File: src/rtl/sha256_nonce_sequencer.sv
// Nonce sweep controller for a looped sha256_transform: issues one nonce per LOOP cycles,
// tracks every issue through the fixed 65-cycle hash latency and reports leading-zero hits.
module sha256_nonce_sequencer #(
  parameter int LOOP  = 4,
  parameter int ZBITS = 32
) (
  input  logic         clk,
  input  logic         rst_n,
  input  logic         job_load,
  input  logic [255:0] job_midstate,
  input  logic [511:0] job_data,
  input  logic [31:0]  nonce_start,
  input  logic [31:0]  nonce_end,
  output logic         busy,
  output logic         done,
  output logic         feedback,
  output logic [5:0]   cnt,
  output logic [255:0] rx_state,
  output logic [511:0] rx_input,
  input  logic [255:0] tx_hash,
  output logic         golden_valid,
  output logic [31:0]  golden_nonce,
  input  logic         golden_ack,
  output logic         overflow
);

  localparam int         LAT        = 65;
  localparam logic [5:0] CNT_MAX    = 6'(LOOP - 1);
  localparam logic [6:0] DRAIN_LAST = 7'(LAT - 1);

  typedef enum logic [1:0] {S_IDLE, S_RUN, S_DRAIN, S_DONE} state_t;

  state_t         r_state;
  state_t         w_state_nxt;
  logic [5:0]     r_cnt;
  logic [6:0]     r_drain;
  logic [31:0]    r_nonce;
  logic [31:0]    r_nonce_end;
  logic [255:0]   r_midstate;
  logic [383:0]   r_data_hi;
  logic [95:0]    r_data_lo;
  logic [LAT-1:0] r_tag_vld;
  logic [31:0]    r_tag_nonce [LAT];
  logic           r_golden_valid;
  logic [31:0]    r_golden_nonce;
  logic           r_overflow;

  logic w_issue;
  logic w_last_issue;
  logic w_hash_zero;
  logic w_hit;
  logic w_unused;

  assign w_issue      = (r_state == S_RUN) && (r_cnt == '0);
  assign w_last_issue = w_issue && (r_nonce == r_nonce_end);
  assign w_hash_zero  = (tx_hash[255 -: ZBITS] == '0);
  // A load on the sample cycle belongs to the aborted job, so its hit is dropped.
  assign w_hit        = r_tag_vld[LAT-1] && w_hash_zero && !job_load;
  assign w_unused     = ^{tx_hash[255-ZBITS:0], job_data[127:96]};

  always_ff @(posedge clk or negedge rst_n) begin
    if (!rst_n) begin
      r_state <= S_IDLE;
    end else begin
      r_state <= w_state_nxt;
    end
  end

  always_comb begin
    w_state_nxt = r_state;
    case (r_state)
      S_IDLE:  w_state_nxt = S_IDLE;
      S_RUN:   if (w_last_issue) w_state_nxt = S_DRAIN;
      S_DRAIN: if (r_drain == DRAIN_LAST) w_state_nxt = S_DONE;
      S_DONE:  w_state_nxt = S_DONE;
      default: w_state_nxt = S_IDLE;
    endcase
    if (job_load) w_state_nxt = S_RUN;
  end

  always_ff @(posedge clk or negedge rst_n) begin
    if (!rst_n) begin
      r_cnt   <= '0;
      r_drain <= '0;
    end else if (job_load) begin
      r_cnt   <= '0;
      r_drain <= '0;
    end else begin
      if ((w_state_nxt == S_RUN) || (w_state_nxt == S_DRAIN)) begin
        r_cnt <= (r_cnt == CNT_MAX) ? 6'd0 : r_cnt + 6'd1;
      end else begin
        r_cnt <= '0;
      end
      r_drain <= (r_state == S_DRAIN) ? r_drain + 7'd1 : 7'd0;
    end
  end

  always_ff @(posedge clk or negedge rst_n) begin
    if (!rst_n) begin
      r_midstate  <= '0;
      r_data_hi   <= '0;
      r_data_lo   <= '0;
      r_nonce     <= '0;
      r_nonce_end <= '0;
    end else if (job_load) begin
      r_midstate  <= job_midstate;
      r_data_hi   <= job_data[511:128];
      r_data_lo   <= job_data[95:0];
      r_nonce     <= nonce_start;
      r_nonce_end <= nonce_end;
    end else if (w_issue) begin
      r_nonce     <= r_nonce + 32'd1;
    end
  end

  // Issue tracking line: stage LAT-1 lines up with the hash of the nonce issued LAT cycles ago.
  always_ff @(posedge clk or negedge rst_n) begin
    if (!rst_n) begin
      r_tag_vld <= '0;
    end else if (job_load) begin
      r_tag_vld <= '0;
    end else begin
      r_tag_vld <= {r_tag_vld[LAT-2:0], w_issue};
    end
  end

  always_ff @(posedge clk) begin
    r_tag_nonce[0] <= r_nonce;
    for (int i = 1; i < LAT; i++) begin
      r_tag_nonce[i] <= r_tag_nonce[i-1];
    end
  end

  always_ff @(posedge clk or negedge rst_n) begin
    if (!rst_n) begin
      r_golden_valid <= 1'b0;
      r_golden_nonce <= '0;
      r_overflow     <= 1'b0;
    end else begin
      if (w_hit && (!r_golden_valid || golden_ack)) begin
        r_golden_valid <= 1'b1;
        r_golden_nonce <= r_tag_nonce[LAT-1];
      end else if (golden_ack) begin
        r_golden_valid <= 1'b0;
      end
      if (job_load) begin
        r_overflow <= 1'b0;
      end else if (w_hit && r_golden_valid && !golden_ack) begin
        r_overflow <= 1'b1;
      end
    end
  end

  assign busy         = (r_state == S_RUN) || (r_state == S_DRAIN);
  assign done         = (r_state == S_DONE);
  assign cnt          = r_cnt;
  assign feedback     = (r_cnt != '0);
  assign rx_state     = r_midstate;
  assign rx_input     = {r_data_hi, r_nonce, r_data_lo};
  assign golden_valid = r_golden_valid;
  assign golden_nonce = r_golden_nonce;
  assign overflow     = r_overflow;

endmodule
File: config.mk
export PLATFORM = sky130hd
export DESIGN_NAME = sha256_nonce_sequencer
export DESIGN_NICKNAME = d
export VERILOG_FILES = /design/src/rtl/sha256_nonce_sequencer.sv
export SDC_FILE = /design/constraint.sdc
export NUM_CORES = 2
export LEC_CHECK = 0
export CAP_MARGIN = 20
export CORE_AREA = 4 4 732 734
export CTS_BUF_LIST = sky130_fd_sc_hd__clkbuf_4 sky130_fd_sc_hd__clkbuf_8
export CTS_CLUSTER_SIZE = 28
export DETAILED_ROUTE_END_ITERATION = 8
export DIE_AREA = 0 0 736 738
export GPL_ROUTABILITY_DRIVEN = 0
export GPL_TIMING_DRIVEN = 0
export SETUP_SLACK_MARGIN = 0.3
export SLEW_MARGIN = 20
export SYNTH_ARGS = -nofsm -noshare
export SYNTH_HDL_FRONTEND = slang
export SYNTH_SLANG_ARGS = --single-unit
File: constraint.sdc
create_clock -name clk -period 7.6 [get_ports clk]
set_clock_uncertainty 0.2 [all_clocks]
set_input_delay 0.76 -clock clk [delete_from_list [all_inputs] [get_ports clk]]
set_output_delay 0.76 -clock clk [all_outputs]
set_load 0.01 [all_outputs]
Word level (Yosys, flattened, before mapping)
Memories as Yosys holds them, arrays and structs flattened. A register that Yosys moved wholly into a read port is not among the register bits. Index checks and enable logic that the tools add are counted.

Equal/unequal tests: 8. Muxes and demuxes: 16. Reductions and logical operators: 21. $add $sub $neg: 3.

Operator list (count): $mux W65 (1); $mux W32 (2); $add A32 B1 Y32 const B (1); $eq A32 B32 Y1 (1); $logic_not A32 Y1 (1); $mux W6 (3); $mux W7 (2); $pmux W2 S4 (1); $add A7 B1 Y7 const B (1); $eq A7 B7 Y1 const B (1); $logic_and A1 B1 Y1 (7); $add A6 B1 Y6 const B (1); $eq A2 B2 Y1 const B (3); $eq A6 B2 Y1 const B (1); $logic_not A6 Y1 (1); $mux W2 (3); $reduce_bool A2 Y1 (3); $reduce_bool A6 Y1 (1); $eq A2 B1 Y1 const B (2); $logic_not A1 Y1 (4); $mux W1 (4); $logic_or A1 B1 Y1 (3); $logic_not A2 Y1 (1).

Output and inout port bits: 811. Logic and storage cells: 60. Register bits after elaboration: 882. Bits in writable memories: 2080. Memories kept: 1.

Memory list: r_tag_nonce (words 65, width 32, rd ports 65, clocked after memory_dff 1, write ports 65, line 43) `logic [31:0] r_tag_nonce [LAT];`.

Longest topological paths before layout
Depth in word-level cells: 10. Gate-level depth with buffers: 8. Mapped depth without buffers: 8.

Least setup slack after synthesis
No wires, ideal clock.

Path kind: input to register. Start: input job_load. End: register r_golden_nonce[10] (netlist: golden_nonce[10]) (read register of r_tag_nonce). Arrival time: 2299 ps. Required time: 7275 ps. Path buffers: 2. Stages: 6. Slack: 4977 ps. Setup time: 125 ps. Cell sequence: clkbuf_1 > nor4b_1 > nand4_1 > nor4b_2 > buf_2 > mux2_2.

Longest elaborated chain between the ends: 3.

RTL lines: start: declaration (line 9) `input logic job_load,`; $logic_not A1 Y1 (line 58) `assign w_hit = r_tag_vld[LAT-1] && w_hash_zero && !job_load;`; $logic_and A1 B1 Y1 (line 58); $logic_and A1 B1 Y1 (line 140) `if (w_hit && (!r_golden_valid || golden_ack)) begin`; end: declaration (line 45) `logic [31:0] r_golden_nonce;`.

No other way between the ends. A chain may end at the register's enable or synchronous reset.

Final worst setup path
Start: register r_midstate[220] (netlist: rx_state[220]). End: output rx_state[220].

RTL lines: start: declaration (line 39) `logic [255:0] r_midstate;`; start signal: assignment (line 106) `r_midstate <= job_midstate;`; end: declaration (line 18) `output logic [255:0] rx_state,`.

No word-level cell between the ends.

==> flow_metrics.py <==
metrics = {
    "status": {
        "run_status": "finished clean",
    },
    "global_route": {
        "gr_met3_demand_resource": 0.0959,
        "grt.total_usage": 0.154,
        "grtUsageMet2": 0.259,
        "antenna_found_initial": 303,
        "grt_util_met1": 0.151,
        "largest_net_degree_at_the_start_of_global_routing": 152,
        "first_global_vias": 45700,
        "grt_overflow_total": 0,
        "grt_pass1_wl_um": 530000,
        "grt.busiest_layer": "met2",
    },
    "timing": {
        "timing_worst_slew_pin_value_ns": 1.14,
        "timing.fmax_mhz": 264,
        "period_minus_slack_ns": 3.79,
        "finalSetupTns_ns": 0,
        "postLayoutSetupSlackWorst_ns": 3.81,
        "period_share": 0.498,
        "grt_setup_unrepaired": "false",
        "final-hold-violation-count": 0,
        "final_max_slew_viol_count": 0,
        "timing.slew.headroom": 0.238,
        "finalSetupViolations": 0,
    },
    "placement": {
        "post-place-cells": 12900,
        "io_buffers": 1645,
        "placement.setup.worst_slack_ns": 3.49,
        "place_hpwl_um": 369000,
    },
    "detailed_routing": {
        "postRouteAntennaNets": 0,
        "route.final.wire_length_um": 437000,
        "detailroute.via_count": 45000,
        "dr.first_iter.drc_count": 3269,
        "route.detailed.vias_per_inst": 3.08,
        "detailedRoute.firstPassIterationCount": 6,
        "post_drt_wl_per_cell_um": 29.9,
        "post-route-drc-count": 0,
    },
    "setup_path": {
        "crit_family": "buffers and inverters",
        "worstSetupPathType": "flip-flop to output port",
        "max_fo_critical_path": 2,
        "worst-path-buf-inv": 1,
        "cp_cell_sequence": "clkdlybuf4s50_1",
        "worst_path_largest_cell_delay_ns": 1.25,
        "worstPathRequired_ns": 6.64,
        "timing.critical_path.arrival_ns": 2.83,
        "critPathLaunchType": "flip-flop",
        "timing.critical_path.slowest_stage_cell": "sky130_fd_sc_hd__clkdlybuf4s50_1",
        "critical_path_capture_point_type": "output port",
        "r2r_slack_ns": 4.65,
    },
    "cells_and_area": {
        "finish.cell_count_without_fillers": 14600,
        "layout.cells.most_common": "sky130_fd_sc_hd__dfxtp_1",
        "multi_input_area_mm2": 0.0112,
        "fin_nets": 8221,
        "num-fill-cells": 55400,
        "area.sequential_mm2": 0.0645,
        "mostFrequentLayoutCells": "2080 x sky130_fd_sc_hd__dfxtp_1, 1620 x sky130_fd_sc_hd__clkdlybuf4s50_1, 914 x sky130_fd_sc_hd__dfrtp_1, 802 x sky130_fd_sc_hd__mux2_2, 730 x sky130_fd_sc_hd__dlygate4sd3_1",
        "syn_to_final_growth_pct": 57.5,
        "final_layout_size_suffix_gt1_frac": 0.229,
    },
    "yosys": {
        "syn_area_mm2": 0.0762,
        "synthesis.yosys.warnings": 0,
        "yosys.cell_types.count": 41,
        "post_synthesis_sequential_area_ratio": 0.847,
        "postSynthAreaPerCell_um2": 17.9,
        "synthesis.instances": 4254,
        "mappedNetlistNets": 5356,
        "ys_ff_latch": 2994,
    },
    "clock_network": {
        "post_cts_resize_count": 0,
        "clock_tree.htree_level_count": 5,
        "ctsRootBufferMaster": "sky130_fd_sc_hd__clkbuf_8",
        "clockBufferDepth": 4,
        "clk_transition_reported_paths_ns": 0.07,
        "numClockSinks": 2994,
        "cts_tree": "yes",
        "worstSkewPairLatency_ns": 1.08,
        "number_of_buffers_inserted_during_clock_tree_synthesis": 474,
    },
    "floorplanning": {
        "ioPinCount": 1903,
        "dieArea_mm2": 0.543,
        "die_w_um": 736,
        "placeableCoreArea_mm2": 0.528,
        "rows": 267,
        "die_h_um": 738,
        "initial_utilization": 0.144,
    },
    "power_and_ir_drop": {
        "leakage_nw": 47.7,
        "power.density_cell_area_mw_per_mm2": 303,
        "vdd_drop_max_mv": 0.187,
    },
    "flow_run": {
        "drv.max_cap_violation_count": 0,
    },
    "worst_hold_path": {
        "hold_path.class": "flip-flop to flip-flop",
    },
}
[Yosys cell counts, drive strengths merged]
| master | number | share of area |
|---|---|---|
| xor2 | 41 | 0.0047 |
| nor2 | 23 | 0.0011 |
| inv | 15 | 0.00074 |
| mux2i | 1 | 0.00013 |
| nor4b | 2 | 0.00031 |
| or2 | 1 | 0.000082 |
| nand4b | 1 | 0.00011 |
| mux2 | 803 | 0.12 |
| and3 | 4 | 0.00033 |
| and4 | 3 | 0.00034 |
| buf | 6 | 0.00036 |
| and2 | 3 | 0.00025 |
| or3 | 2 | 0.00016 |
| o41ai | 1 | 0.00011 |
| o31ai | 1 | 0.000099 |
| nor2b | 67 | 0.0055 |
| nand4 | 8 | 0.00082 |
| nor4 | 17 | 0.0016 |
| dfxtp | 2080 | 0.55 |
| a21oi | 4 | 0.00026 |
| o2bb2ai | 1 | 0.00011 |
| nand2b | 1 | 0.000082 |
| clkbuf | 101 | 0.0050 |
| nand2 | 48 | 0.0024 |
| or4 | 1 | 0.00015 |
| nand3 | 17 | 0.0012 |
| xnor2 | 30 | 0.0034 |
| o21ai | 31 | 0.0020 |
| a211oi | 3 | 0.00036 |
| ha | 10 | 0.0016 |
| nor3 | 14 | 0.00092 |
| dfrtp | 914 | 0.30 |
[flip-flops by register name, indices dropped and copies added (netlist names)]
register      cells
r_tag_vld        65
r_state           2
r_nonce          32
golden_valid      1
r_tag_nonce    2080
overflow          1
rx_state        256
r_nonce_end      32
golden_nonce     32
r_data_lo        96
cnt               6
r_data_hi       384
r_drain           7
[report_power, final]
part | internal, W | switching [W] | total, W
registers | 0.0171 | 0.000477 | 0.0176
clock network | 0.00837 | 0.00651 | 0.0149
logic | 0.00172 | 0.00225 | 0.00396
[cells by family (layout without fill, tap and decap cells)]
| logic type | Yosys count | count (layout) | synth area share |
|---|---|---|---|
| other | 0 | 129 | 0 |
| multiplexers | 804 | 804 | 0.119 |
| buffers and inverters | 122 | 3367 | 0.00609 |
| AO/OA/AOI/OAI | 41 | 41 | 0.00299 |
| flip-flops | 2994 | 2994 | 0.847 |
| AND/OR/NAND/NOR | 212 | 212 | 0.0153 |
| adder cells (fa/ha/maj) | 10 | 10 | 0.00164 |
| XOR/XNOR | 71 | 71 | 0.00816 |
[final timing paths]
path                                     startpoint                   to  cells after the start
worst max-delay path                  rx_state[220]        rx_state[220]                      1
worst min-delay path            r_tag_nonce[44][15]  r_tag_nonce[45][15]                      0
worst max register to register        r_tag_vld[64]      golden_nonce[7]                      6
worst min register to register  r_tag_nonce[44][15]  r_tag_nonce[45][15]                      0
max in group asynchronous                     rst_n        r_data_lo[48]                      6
min in group asynchronous                     rst_n     golden_nonce[25]                      4
[stage by stage]
step / hold WS [ns] / area [um2] / power [W] / utilization
floorplan: 0.110 / 76200 / 0.0185 / -
global placement: 0.112 / 101000 / 0.0215 / 0.192
detailed placement: 0.112 / 102000 / 0.0215 / 0.192
CTS: 0.000513 / 120000 / 0.0370 / 0.226
global route: 0.0418 / 120000 / 0.0379 / 0.227
finish: 0.0538 / 120000 / 0.0364 / 0.227
[cell type report]
| cell class | instances | area share |
|---|---|---|
| antenna | 129 | 0.00269 |
| buffer | 107 | 0.00348 |
| multi-input combinational | 1138 | 0.0934 |
| timing repair buffer | 2389 | 0.201 |
| clock buffer | 753 | 0.0780 |
| sequential | 2994 | 0.538 |
| inverter | 15 | 0.000469 |
| clock inverter | 103 | 0.0108 |
| tap | 6994 | 0.0729 |
[layer usage]
metal	vias to the layer above	wire length, um
li1	20100	-
met1	21500	144000
met2	2509	209000
met3	856	60600
met4	136	19600
met5	-	3500
[repair_timing]
action	in CTS	in global routing
hold buffers	731	0
endpoints found under the hold margin	1112	0
buffers inserted	0	0
Note: power is estimated with default switching activity, not from simulation.
